`src/rtl/mem_arbiter.sv`:
```
`default_nettype none
// ============================================================================
// Module      : mem_arbiter
// Description : Two-port round-robin arbiter/sequencer for a 1 KiB byte-
//               addressed data memory. Port 0 = fetch, port 1 = load/store.
//               Serialises word accesses into single-cycle memory strobes and
//               returns read data per port with a one-cycle ack pulse.
// Revision    : 1.0 - initial release
// ============================================================================
module mem_arbiter #(
    parameter int ADDR_W      = 10,
    parameter int DATA_W      = 32,
    parameter int ALIGN_CHECK = 1,
    parameter int FIXED_PRIO  = 0
) (
    input  logic              clk,
    input  logic              rst_n,
    input  logic              req0,
    input  logic              req1,
    input  logic              we0,
    input  logic              we1,
    input  logic [ADDR_W-1:0] addr0,
    input  logic [ADDR_W-1:0] addr1,
    input  logic [DATA_W-1:0] wdata0,
    input  logic [DATA_W-1:0] wdata1,
    output logic              ack0,
    output logic              ack1,
    output logic              err0,
    output logic              err1,
    output logic [DATA_W-1:0] rdata0,
    output logic [DATA_W-1:0] rdata1,
    output logic              busy,
    output logic              mem_write,
    output logic              mem_read,
    output logic [ADDR_W-1:0] mem_addr,
    output logic [DATA_W-1:0] mem_wrdata,
    input  logic [DATA_W-1:0] mem_rddata
);

    typedef enum logic [1:0] {
        IDLE   = 2'd0,
        ACCESS = 2'd1,
        RESP   = 2'd2
    } state_t;

    state_t              r_state;
    state_t              w_next;
    logic                r_last_grant;
    logic                r_gnt;
    logic                r_we;
    logic                w_grant;
    logic                w_gnt_port;
    logic                w_sel_we;
    logic [ADDR_W-1:0]   w_sel_addr;
    logic [DATA_W-1:0]   w_sel_wdata;
    logic                w_misalign;

    // Grant decision and command selection; only meaningful while IDLE
    always_comb begin
        w_gnt_port = req1;
        if (req0 && req1) begin
            w_gnt_port = (FIXED_PRIO != 0) ? 1'b0 : ~r_last_grant;
        end
        w_grant     = (r_state == IDLE) && (req0 || req1);
        w_sel_we    = w_gnt_port ? we1    : we0;
        w_sel_addr  = w_gnt_port ? addr1  : addr0;
        w_sel_wdata = w_gnt_port ? wdata1 : wdata0;
        w_misalign  = (ALIGN_CHECK != 0) && (w_sel_addr[1:0] != 2'b00);
    end

    // Next-state logic: misaligned grants skip the memory access entirely
    always_comb begin
        w_next = IDLE;
        case (r_state)
            IDLE:    w_next = w_grant ? (w_misalign ? RESP : ACCESS) : IDLE;
            ACCESS:  w_next = RESP;
            RESP:    w_next = IDLE;
            default: w_next = IDLE;
        endcase
    end

    // State register
    always_ff @(posedge clk or negedge rst_n) begin
        if (!rst_n) begin
            r_state <= IDLE;
        end else begin
            r_state <= w_next;
        end
    end

    // Registered outputs: memory strobes, acks, per-port read data, grant history
    always_ff @(posedge clk or negedge rst_n) begin
        if (!rst_n) begin
            r_last_grant <= 1'b1;
            r_gnt        <= 1'b0;
            r_we         <= 1'b0;
            ack0         <= 1'b0;
            ack1         <= 1'b0;
            err0         <= 1'b0;
            err1         <= 1'b0;
            rdata0       <= '0;
            rdata1       <= '0;
            busy         <= 1'b0;
            mem_write    <= 1'b0;
            mem_read     <= 1'b0;
            mem_addr     <= '0;
            mem_wrdata   <= '0;
        end else begin
            ack0       <= 1'b0;
            ack1       <= 1'b0;
            err0       <= 1'b0;
            err1       <= 1'b0;
            mem_write  <= 1'b0;
            mem_read   <= 1'b0;
            mem_addr   <= '0;
            mem_wrdata <= '0;
            busy       <= (w_next != IDLE);

            if (w_grant) begin
                r_gnt        <= w_gnt_port;
                r_we         <= w_sel_we;
                r_last_grant <= w_gnt_port;
                if (w_misalign) begin
                    // Error response goes out next cycle and clears read data
                    if (w_gnt_port) begin
                        ack1   <= 1'b1;
                        err1   <= 1'b1;
                        rdata1 <= '0;
                    end else begin
                        ack0   <= 1'b1;
                        err0   <= 1'b1;
                        rdata0 <= '0;
                    end
                end else begin
                    // The strobe registers themselves hold the latched command
                    mem_addr   <= w_sel_addr;
                    mem_write  <= w_sel_we;
                    mem_read   <= ~w_sel_we;
                    mem_wrdata <= w_sel_we ? w_sel_wdata : '0;
                end
            end

            if (r_state == ACCESS) begin
                if (r_gnt) begin
                    ack1 <= 1'b1;
                    if (!r_we) begin
                        rdata1 <= mem_rddata;
                    end
                end else begin
                    ack0 <= 1'b1;
                    if (!r_we) begin
                        rdata0 <= mem_rddata;
                    end
                end
            end
        end
    end

endmodule
`default_nettype wire

```
`config.mk`:
```
export PLATFORM = sky130hd
export DESIGN_NAME = mem_arbiter
export DESIGN_NICKNAME = d
export VERILOG_FILES = /design/src/rtl/mem_arbiter.sv
export SDC_FILE = /design/constraint.sdc
export NUM_CORES = 1
export LEC_CHECK = 0
export BUFFER_PORTS_ARGS = -buffer_cell sky130_fd_sc_hd__buf_4
export CORE_MARGIN = 2
export CORE_UTILIZATION = 46
export CTS_CLUSTER_DIAMETER = 50
export CTS_CLUSTER_SIZE = 28
export DETAILED_ROUTE_END_ITERATION = 7
export PLACE_DENSITY = 0.89
export SLEW_MARGIN = 20
export SYNTH_ARGS = -nofsm -noshare
export SYNTH_HDL_FRONTEND = slang
export SYNTH_SLANG_ARGS = --single-unit
```
`constraint.sdc`:
```
create_clock -name clk -period 1.9 [get_ports clk]
set_input_delay 0.38 -clock clk [delete_from_list [all_inputs] [get_ports clk]]
set_output_delay 0.38 -clock clk [all_outputs]
set_load 0.05 [all_outputs]
```
==> impl_metrics.csv, run 1 <==
group,metric,value,unit
detailed_routing,dr.pass1.iters,4,
placed_design,placed_cells_incl_taps,859,
yosys,library_cell_with_the_largest_summed_area_after_synthesis,"dfrtp_1",
critical_path,worst-path-max-fanout,42,
critical_path,setup.worst_path.end_class,"register",
cts,clock_sinks,118,
detailed_routing,vias_per_cell,5.34,
yosys,ys_warn_count,0,
critical_path,worst_ep_required_time,2.32,ns
hold_path,whs_endpoint,"rdata1[18]",
timing,number_of_pins_with_negative_max_slew_slack_in_the_final_report,0,
global_routing,grt_start_max_net_pins,71,
yosys,synth_flop_cell,"dfrtp_1",
critical_path,critical_path.slowest_cell,"dfstp_2",
yosys,yosys.area.top_type_share,59.9,%
cts,cts-buffers-inserted,17,
layout,design_area_final,7470,sq um
yosys,ys_ff_latch,118,
power_and_ir_drop,powerDensity,1380,nW/um^2
detailed_routing,antenna_left,0,
critical_path,cp_data_arrival_time,2.14,ns
floorplanning,die_w,107,um
hold_path,hold_sp,"mem_rddata[18]",
layout,fraction_of_layout_instances_using_a_drive_strength_above_1,39.2,%
timing,report.final.hold_viol_count,0,
floorplanning,floorplan.rows,37,
yosys,synth_edf_count,0,
cts,post-cts-setup-buffers,0,
critical_path,critical_path.cell_chain,"a21bo_1, buf_4, nand3_1, a21oi_1",
yosys,synth.avg_cell_area,9.52,sq um
yosys,synthMostInstantiatedCell,"nand2_1",
yosys,netlist_top_cells_area,"dfrtp_1, nand2_1, nand3_1",
yosys,async_reset_ff_share,100,%
yosys,post_synth_instance_area,4890,sq um
yosys,synth.top_cells.by_count,"nand2_1, dfrtp_1, nand3_1",
floorplanning,core-area,10300,sq um
cts,clock_tree_from_tritoncts,"yes",
hold_path,min-delay-path-class,"in2reg",
timing,final_min_period_over_clock_period,90.4,%
timing,fin_crit,1.72,ns
detailed_routing,routedWlPerCell,16.8,um
cts,cts-root-to-sink-buffers,2,
timing,max_clock_freq,0.582,GHz
layout,areaGrowthSynthToFinish,52.8,%
cts,insertion_delay_of_the_later_clocked_pin_in_the_worst_skew_pair,0.51,ns
detailed_routing,drt-initial-drc-count,329,
run,maxCapViolCount,0,
global_routing,first_pass_grt_wire_length,24100,um
cts,h-tree-depth,4,
layout,post_layout_nonfiller_instances,891,
cts,cts.clk_slew.worst_paths,0.06,ns
power_and_ir_drop,vdd.ir_drop.worst,0.750,mV
layout,fillerInstances,693,
critical_path,critPathLaunchType,"register",
placed_design,postPlaceCellArea,6850,sq um
floorplanning,top_level_ports,235,
critical_path,r2r_setup_slack,0.18,ns
critical_path,critical_path_class,"reg2reg",
critical_path,worst_path_largest_cell_delay,0.58,ns
hold_path,min_path_cells,3,
cts,root_buffer,"clkbuf_8",
global_routing,gr-total-overflow,0,
yosys,seq_area_frac_synth,60.5,%
yosys,post_synth_num_cell_types,33,
detailed_routing,drcViolationCount,0,
detailed_routing,dr_total_vias,4756,
placed_design,gpl.final_weighted_congestion,0.828,
critical_path,regToRegEndpoint,"mem_wrdata[29]",
placed_design,half_perimeter_wire_length_after_placement,10500,um
status,outcome,"completed",
yosys,postSynthCellCount,513,
global_routing,first_global_vias,4985,
detailed_routing,routed_wirelength,14900,um
critical_path,source_of_the_worst_register_to_register_timing_path,"r_last_grant",
timing,rsz_0062_raised_after_global_routing,"no",
placed_design,preCtsSetupSlack,0.218,ns
timing,setup_ws,0.182,ns
floorplanning,floorplan.initialDensity,47.3,%
global_routing,antenna_violations_before_repair,0,
timing,finalSetupTns,0,ns
floorplanning,fp.dieArea,11500,sq um
critical_path,reg2regPathDepth,4,
floorplanning,height_of_the_die,107,um
timing,timing.final.setup_violations,0,
global_routing,global_route.usage.total,26.9,%
power_and_ir_drop,power_leakage,3.64,nW
layout,finish.net_count,865,
layout,insertedDiodeCount,0,
timing,final.setup_skew,0.0120,ns
placed_design,io_buffers,234,
-- what timing repair did --
item | CTS | global route
resized for setup | 0 | 0
hold buffers | 1 | 0
endpoints found under the hold margin | 117 | 0
-- per-layer routing --
metal / share of wire [%] / routed length (um) / global-route usage, % / up-vias
met5: 0 / 0 / 0 / -
met4: 2.2 / 330 / 10.6 / 0
met3: 9.5 / 1420 / 8.57 / 30
met2: 51 / 7550 / 45.4 / 261
met1: 38 / 5640 / 31.8 / 2278
li1: - / - / - / 2187
-- worst max path at each step --
stage	from	end	slack, ns	depth (start not counted)
6_report	r_last_grant	mem_wrdata[29]	0.18	4
5_1_grt	r_last_grant	mem_wrdata[29]	0.07	4
4_1_cts	r_last_grant	mem_wrdata[29]	0.20	4
3_5_place_dp	req1	mem_addr[3]	0.22	5
3_3_place_gp	req1	r_gnt	0.29	5
2_1_floorplan	r_state[1]	rdata0[21]	0.40	6
-- logic make-up after synthesis --
logic type	Yosys count	share of synthesized area [%]
simple gates	229	21.5
flops	118	60.5
compound gates	115	12.3
buf+inv	47	5.02
mux	3	0.691
other cells	1	0.0768
-- layout make-up --
cell class | count | area [sq um] | area share [%]
Multi-Input combinational cell | 349 | 1750 | 23.4
Clock buffer | 21 | 449 | 6.02
Clock inverter | 10 | 153 | 2.04
Timing Repair Buffer | 256 | 1990 | 26.6
Sequential cell | 118 | 2950 | 39.6
Tap cell | 136 | 170 | 2.28
Inverter | 1 | 3.75 | 0.0503
-- report_power, final --
group | leakage, nW | internal (W) | switching (W)
sequential | 1.61 | 0.00301 | 0.000334
combinational | 1.73 | 0.00112 | 0.00258
clock | 0.297 | 0.00218 | 0.00109
total | 3.64 | 0.00631 | 0.00400
-- metrics by stage --
stage | power (W) | hold WS (ns) | util, %
finish | 0.0103 | 0.0895 | 72.3
global route | 0.0107 | 0.0672 | 72.3
CTS | 0.0104 | 0.0663 | 72.3
detailed placement | 0.00709 | 0.402 | 66.4
global placement | 0.00699 | 0.390 | 66.4
floorplan | 0.00569 | 0.0844 | -
-- placed cells by master, fill, tap and decap left out, types with 4 or more instances in the layout --
master	instances
clkinv_2	5
buf_4	250
nand2_1	131
nand3_1	80
o21ai_1	27
dfrtp_1	117
o21ai_0	38
bufinv_16	4
nor2_1	4
a21oi_1	42
clkbuf_16	16
buf_12	5
-- sequential cells by signal, summed over array words and instances, names as in the netlist, 2 cells and up --
signal	flops
r_state	2
rdata0	32
mem_wrdata	32
mem_addr	10
rdata1	32
-- critical path, delay by kind of cell (launching register included) --
kind            cells  cell delay [ns]
buf+inv             1             0.44
flops               1             0.58
simple gates        1             0.15
compound gates      2             0.46
Note: power is estimated with default switching activity, not from simulation.
==> inputs of run 2 (changes only) <==
CORE_ASPECT_RATIO = 1.5   (was unset)
CORE_MARGIN = 10   (was 2)
==> run 2 against run 1 <==
First-iteration DRC count fell by 31%. Clock skew is 0.0048 ns lower. Register-to-register slack barely moved. Sequential power barely moved. Global-route usage down 5.1 points. Flip-flop and latch count stayed put. Hold slack worse by 0.029 ns. Power increased by 2.2%. Critical endpoint unchanged. Largest cell class unchanged. Highest routed layer unchanged.
==> impl_metrics.csv, run 2 (synthesized netlist as in run 1, its figures left out) <==
group,metric,value,unit
power_and_ir_drop,vdd.ir_drop.worst,0.647,mV
timing,final_min_period_over_clock_period,89.9,%
cts,cts.clk_slew.worst_paths,0.06,ns
floorplanning,height_of_the_die,146,um
critical_path,worst-path-max-fanout,42,
detailed_routing,drt-initial-drc-count,226,
timing,fin_crit,1.71,ns
layout,final_common_cell,"buf_4",
global_routing,met3_usage_in_global_routing,8.50,%
hold_path,min-delay-path-class,"in2async",
detailed_routing,routed_wirelength,16700,um
cts,insertion_delay_of_the_later_clocked_pin_in_the_worst_skew_pair,0.41,ns
critical_path,cp_data_arrival_time,2.03,ns
floorplanning,fp.dieArea,15200,sq um
timing,slew_headroom,58.6,%
cts,clock_sinks,118,
status,outcome,"completed",
cts,postCtsResizedCells,0,
layout,mostFrequentLayoutCells,"buf_4, nand2_1, dfrtp_1, nand3_1, a21oi_1",
global_routing,gr-max-usage-layer,"met2",
timing,timing.final.setup_violations,0,
floorplanning,floorplan.initialDensity,46.6,%
detailed_routing,dr_total_vias,4803,
floorplanning,die_w,104,um
placed_design,io_buffers,234,
global_routing,global_route.usage.total,21.8,%
floorplanning,top_level_ports,235,
detailed_routing,dr.pass1.iters,5,
critical_path,setup.worst_path.end_class,"register",
timing,number_of_pins_with_negative_max_slew_slack_in_the_final_report,0,
detailed_routing,routedWlPerCell,18.7,um
layout,biggestRegsByFlops,"mem_wrdata x32, rdata0 x32, rdata1 x32",
cts,cts-root-to-sink-buffers,2,
cts,root_buffer,"clkbuf_16",
timing,max_clock_freq,0.586,GHz
placed_design,postPlaceCellArea,6810,sq um
detailed_routing,drcViolationCount,0,
cts,cts-buffers-inserted,17,
global_routing,use_met1,23.4,%
timing,final.setup_skew,0.00719,ns
layout,finish.net_count,859,
cts,h-tree-depth,4,
power_and_ir_drop,powerDensity,1410,nW/um^2
floorplanning,floorplan.rows,46,
critical_path,critical_path_class,"reg2reg",
layout,fraction_of_layout_instances_using_a_drive_strength_above_1,39.1,%
placed_design,gpl.final_weighted_congestion,0.823,
timing,timing.hold.ws,0.0602,ns
timing,rsz_0062_raised_after_global_routing,"no",
detailed_routing,antenna_left,0,
global_routing,first_pass_grt_wire_length,26800,um
placed_design,half_perimeter_wire_length_after_placement,12200,um
power_and_ir_drop,total_power,0.0105,W
run,maxCapViolCount,0,
layout,insertedDiodeCount,0,
global_routing,grt_start_max_net_pins,119,
layout,areaGrowthSynthToFinish,52.7,%
detailed_routing,vias_per_cell,5.37,
timing,transition_time_at_the_pin_with_the_least_slew_margin,0.621,ns
critical_path,worst_ep_required_time,2.22,ns
power_and_ir_drop,power_leakage,3.62,nW
cts,post-cts-setup-buffers,0,
critical_path,critPathLaunchType,"register",
timing,report.final.hold_viol_count,0,
timing,finalSetupTns,0,ns
global_routing,antenna_violations_before_repair,0,
cts,clock_tree_from_tritoncts,"yes",
floorplanning,core-area,10500,sq um
layout,design_area_final,7460,sq um
cts,ctsHoldBuffers,0,
global_routing,gr-total-overflow,0,
global_routing,first_global_vias,5079,
global_routing,global_route.usage.met2,37.2,%
run 2: cell types whose count changed in the layout (fill, tap and decap cells not counted), sizes merged:
cell,change
clkbuf,-2
clkinvlp,+1
dlygate4sd3,-1
inv,+1
buf,-5
bufinv,+1
run 2: final cells by class:
type,instances,area (sq um)
fillers,741,3020
flip-flops and latches,118,2950
repair buffers,250,1930
multi-input cells,349,1750
clock buffers,19,443
clock inverters,13,203
well taps,144,180
inverters,1,3.75
run 2: worst max-delay path: stages, from the launching register on:
cell and delay, ns:
dfstp_2 0.57, a21bo_1 0.24, buf_4 0.44, nand3_1 0.15, a21oi_1 0.21
run 2: report_power, final:
group	leakage, nW	internal (W)	total, W	switching (W)
clock	0.313	0.00236	0.00347	0.00111
combinational	1.70	0.00111	0.00372	0.00261
sequential	1.61	0.00301	0.00335	0.000337
run 2: per-layer routing:
metal  routed length (um)  up-vias
met3                 1490       39
li1                     -     2174
met2                 8670      278
met5                    0        -
met1                 5980     2312
met4                  545        0
run 2: path summary, 6_finish.rpt:
check	to	slack (ns)	depth (start not counted)	startpoint
max reg2reg	mem_wrdata[29]	0.19	4	r_last_grant
min	rdata0[27]	0.06	2	rst_n
max	mem_wrdata[29]	0.19	4	r_last_grant
max in group asynchronous	mem_wrdata[3]	1.37	2	rst_n
min reg2reg	rdata0[15]	0.52	2	rdata0[15]
min in group clk	rdata1[23]	0.19	3	mem_rddata[23]
run 2: stage by stage:
step	utilization, %	setup slack, ns	cells
final	71.2	0.192	894
after global routing	71.2	0.104	894
after CTS	71.2	0.201	894
after detailed placement	65.1	0.209	862
after global placement	65.1	0.289	862
after floorplan	-	0.404	514
==> inputs of run 3 (changes only) <==
CELL_PAD_IN_SITES_DETAIL_PLACEMENT = 1   (was unset)
CELL_PAD_IN_SITES_GLOBAL_PLACEMENT = 1   (was unset)
CORE_UTILIZATION = 33   (was 46)
PLACE_DENSITY = 0.88   (was 0.89)
==> run 3 against run 2 <==
Sequential power increased by 1%. Hold slack got worse by 0.013 ns. Setup slack improved by 0.059 ns. Maximum frequency increased by 3.6%. Power increased by 2.2%. Critical endpoint is now rdata1[14]. Highest routed layer unchanged. Utilization decreased by 19 points. Via count increased by 0.27%. Combinational power increased by 3%.
==> impl_metrics.csv, run 3 (synthesized netlist as in run 1, its figures left out) <==
group,metric,value,unit
placed_design,half_perimeter_wire_length_after_placement,14300,um
placed_design,preCtsSetupSlack,0.259,ns
cts,h-tree-depth,4,
layout,post_layout_nonfiller_instances,948,
critical_path,critPathLaunchType,"register",
layout,areaGrowthSynthToFinish,55.2,%
global_routing,grt_start_max_net_pins,119,
cts,postCtsResizedCells,0,
timing,final_min_period_over_clock_period,86.8,%
status,outcome,"completed",
floorplanning,top_level_ports,235,
power_and_ir_drop,switching_share,39.8,%
detailed_routing,vias_per_cell,5.08,
global_routing,gr-total-overflow,0,
critical_path,worst-path-max-fanout,32,
layout,fraction_of_layout_instances_using_a_drive_strength_above_1,39.2,%
floorplanning,core-area,14500,sq um
cts,ctsHoldBuffers,0,
layout,final_common_cell,"buf_4",
placed_design,placed_cells_incl_taps,916,
cts,post-cts-setup-buffers,0,
global_routing,global_route.usage.total,19.3,%
detailed_routing,routedWlPerCell,20.9,um
critical_path,critical_path_buf_inv_count,2,
cts,insertion_delay_of_the_later_clocked_pin_in_the_worst_skew_pair,0.41,ns
critical_path,worst_path_dominant_cell_family,"buffers and inverters",
timing,fin_crit,1.65,ns
placed_design,gpl.final_weighted_congestion,0.810,
floorplanning,height_of_the_die,169,um
detailed_routing,routed_wirelength,19800,um
timing,max_clock_freq,0.607,GHz
critical_path,critical_path.slowest_cell,"dfrtp_1",
layout,mostFrequentLayoutCells,"buf_4, nand2_1, dfrtp_1, nand3_1, a21oi_1",
power_and_ir_drop,power.share.sequential,31.5,%
floorplanning,floorplan.initialDensity,33.6,%
layout,insertedDiodeCount,0,
timing,final.setup_skew,0.0135,ns
run,maxCapViolCount,0,
critical_path,critical_path_class,"reg2reg",
timing,setup_ws,0.251,ns
detailed_routing,antenna_left,0,
cts,clock_tree_from_tritoncts,"yes",
layout,fillerInstances,1666,
cts,root_buffer,"clkbuf_16",
timing,transition_time_at_the_pin_with_the_least_slew_margin,0.671,ns
critical_path,cp_data_arrival_time,1.95,ns
floorplanning,fp.dieArea,20200,sq um
power_and_ir_drop,clockPowerShare,33.1,%
critical_path,setup.worst_path.end_class,"register",
layout,seqCellArea,2950,sq um
critical_path,worst_path_largest_cell_delay,0.48,ns
detailed_routing,drcViolationCount,0,
layout,finish.net_count,861,
global_routing,antenna_violations_before_repair,0,
timing,slew_headroom,55.2,%
detailed_routing,drt-initial-drc-count,223,
timing,report.final.hold_viol_count,0,
floorplanning,die_w,119,um
cts,cts-root-to-sink-buffers,2,
hold_path,min-delay-path-class,"in2async",
timing,timing.final.setup_violations,0,
cts,clock_sinks,118,
detailed_routing,dr_total_vias,4816,
power_and_ir_drop,vdd.ir_drop.worst,0.632,mV
power_and_ir_drop,netSwitchingPower,0.00429,W
layout,biggestRegsByFlops,"mem_wrdata x32, rdata0 x32, rdata1 x32",
power_and_ir_drop,powerDensity,1420,nW/um^2
timing,rsz_0062_raised_after_global_routing,"no",
layout,total_area_of_multi_input_combinational_cells,1750,sq um
power_and_ir_drop,power.combinational.fraction,35.5,%
power_and_ir_drop,total_power,0.0108,W
critical_path,critical_path.cell_chain,"buf_4, nand4bb_1, buf_4, nand2_1, o21ai_0",
power_and_ir_drop,power_leakage,3.64,nW
cts,cts-buffers-inserted,17,
timing,finalSetupTns,0,ns
critical_path,worst_ep_required_time,2.20,ns
detailed_routing,dr.pass1.iters,4,
timing,number_of_pins_with_negative_max_slew_slack_in_the_final_report,0,
floorplanning,floorplan.rows,54,
cts,cts.clk_slew.worst_paths,0.06,ns
global_routing,first_pass_grt_wire_length,31200,um
placed_design,io_buffers,234,
global_routing,first_global_vias,5523,
power_and_ir_drop,power_report.internal_total,0.00649,W
critical_path,crit_path_frequent_cell,"buf_4",
## run 3: worst reg2reg max path, stage by stage (launching register included)
cell,delay (ns)
dfrtp_1,0.48
buf_4,0.21
nand4bb_1,0.13
buf_4,0.37
nand2_1,0.11
o21ai_0,0.25
## run 3: path summary, 6_finish.rpt
kind | end | cells after the start | slack (ns) | start
max in group asynchronous | rdata1[15] | 2 | 1.32 | rst_n
min in group clk | rdata1[27] | 3 | 0.19 | mem_rddata[27]
worst max-delay path | rdata1[14] | 5 | 0.25 | r_state[1]
worst min register to register | rdata0[25] | 2 | 0.53 | rdata0[25]
worst max register to register | rdata1[14] | 5 | 0.25 | r_state[1]
worst min-delay path | rdata1[22] | 2 | 0.05 | rst_n
## run 3: area by class of cell
cell class,count,area share (%)
Multi-Input combinational cell,349,23.1
Clock inverter,14,2.94
Clock buffer,18,5.66
Timing Repair Buffer,252,26.1
Sequential cell,118,39.0
Tap cell,196,3.23
Inverter,1,0.0495
## run 3: through the flow
| step | util (%) | cell area (sq um) | hold slack (ns) |
|---|---|---|---|
| 6_report | 52.2 | 7580 | 0.0470 |
| 5_1_grt | 52.2 | 7580 | 0.126 |
| 4_1_cts | 52.2 | 7580 | 0.0945 |
| 3_5_place_dp | 47.7 | 6930 | 0.514 |
| 3_3_place_gp | 47.7 | 6930 | 0.505 |
| 2_1_floorplan | - | 4890 | 0.0844 |
## run 3: power by group through the flow
stage | combinational [W] | clock (W) | sequential, W
2_1_floorplan | 0.000816 | 0 | 0.00488
3_3_place_gp | 0.00372 | 0 | 0.00338
3_5_place_dp | 0.00383 | 0 | 0.00343
4_1_cts | 0.00386 | 0.00364 | 0.00340
5_1_grt | 0.00404 | 0.00376 | 0.00345
6_report | 0.00382 | 0.00356 | 0.00339
## run 3: metal layers
layer	share of wire [%]	vias to the layer above	track usage (%)
li1	-	2177	-
met1	37	2406	20.2
met2	55	193	35.3
met3	5.8	40	5.79
met4	2.7	0	7.32
met5	0	-	0
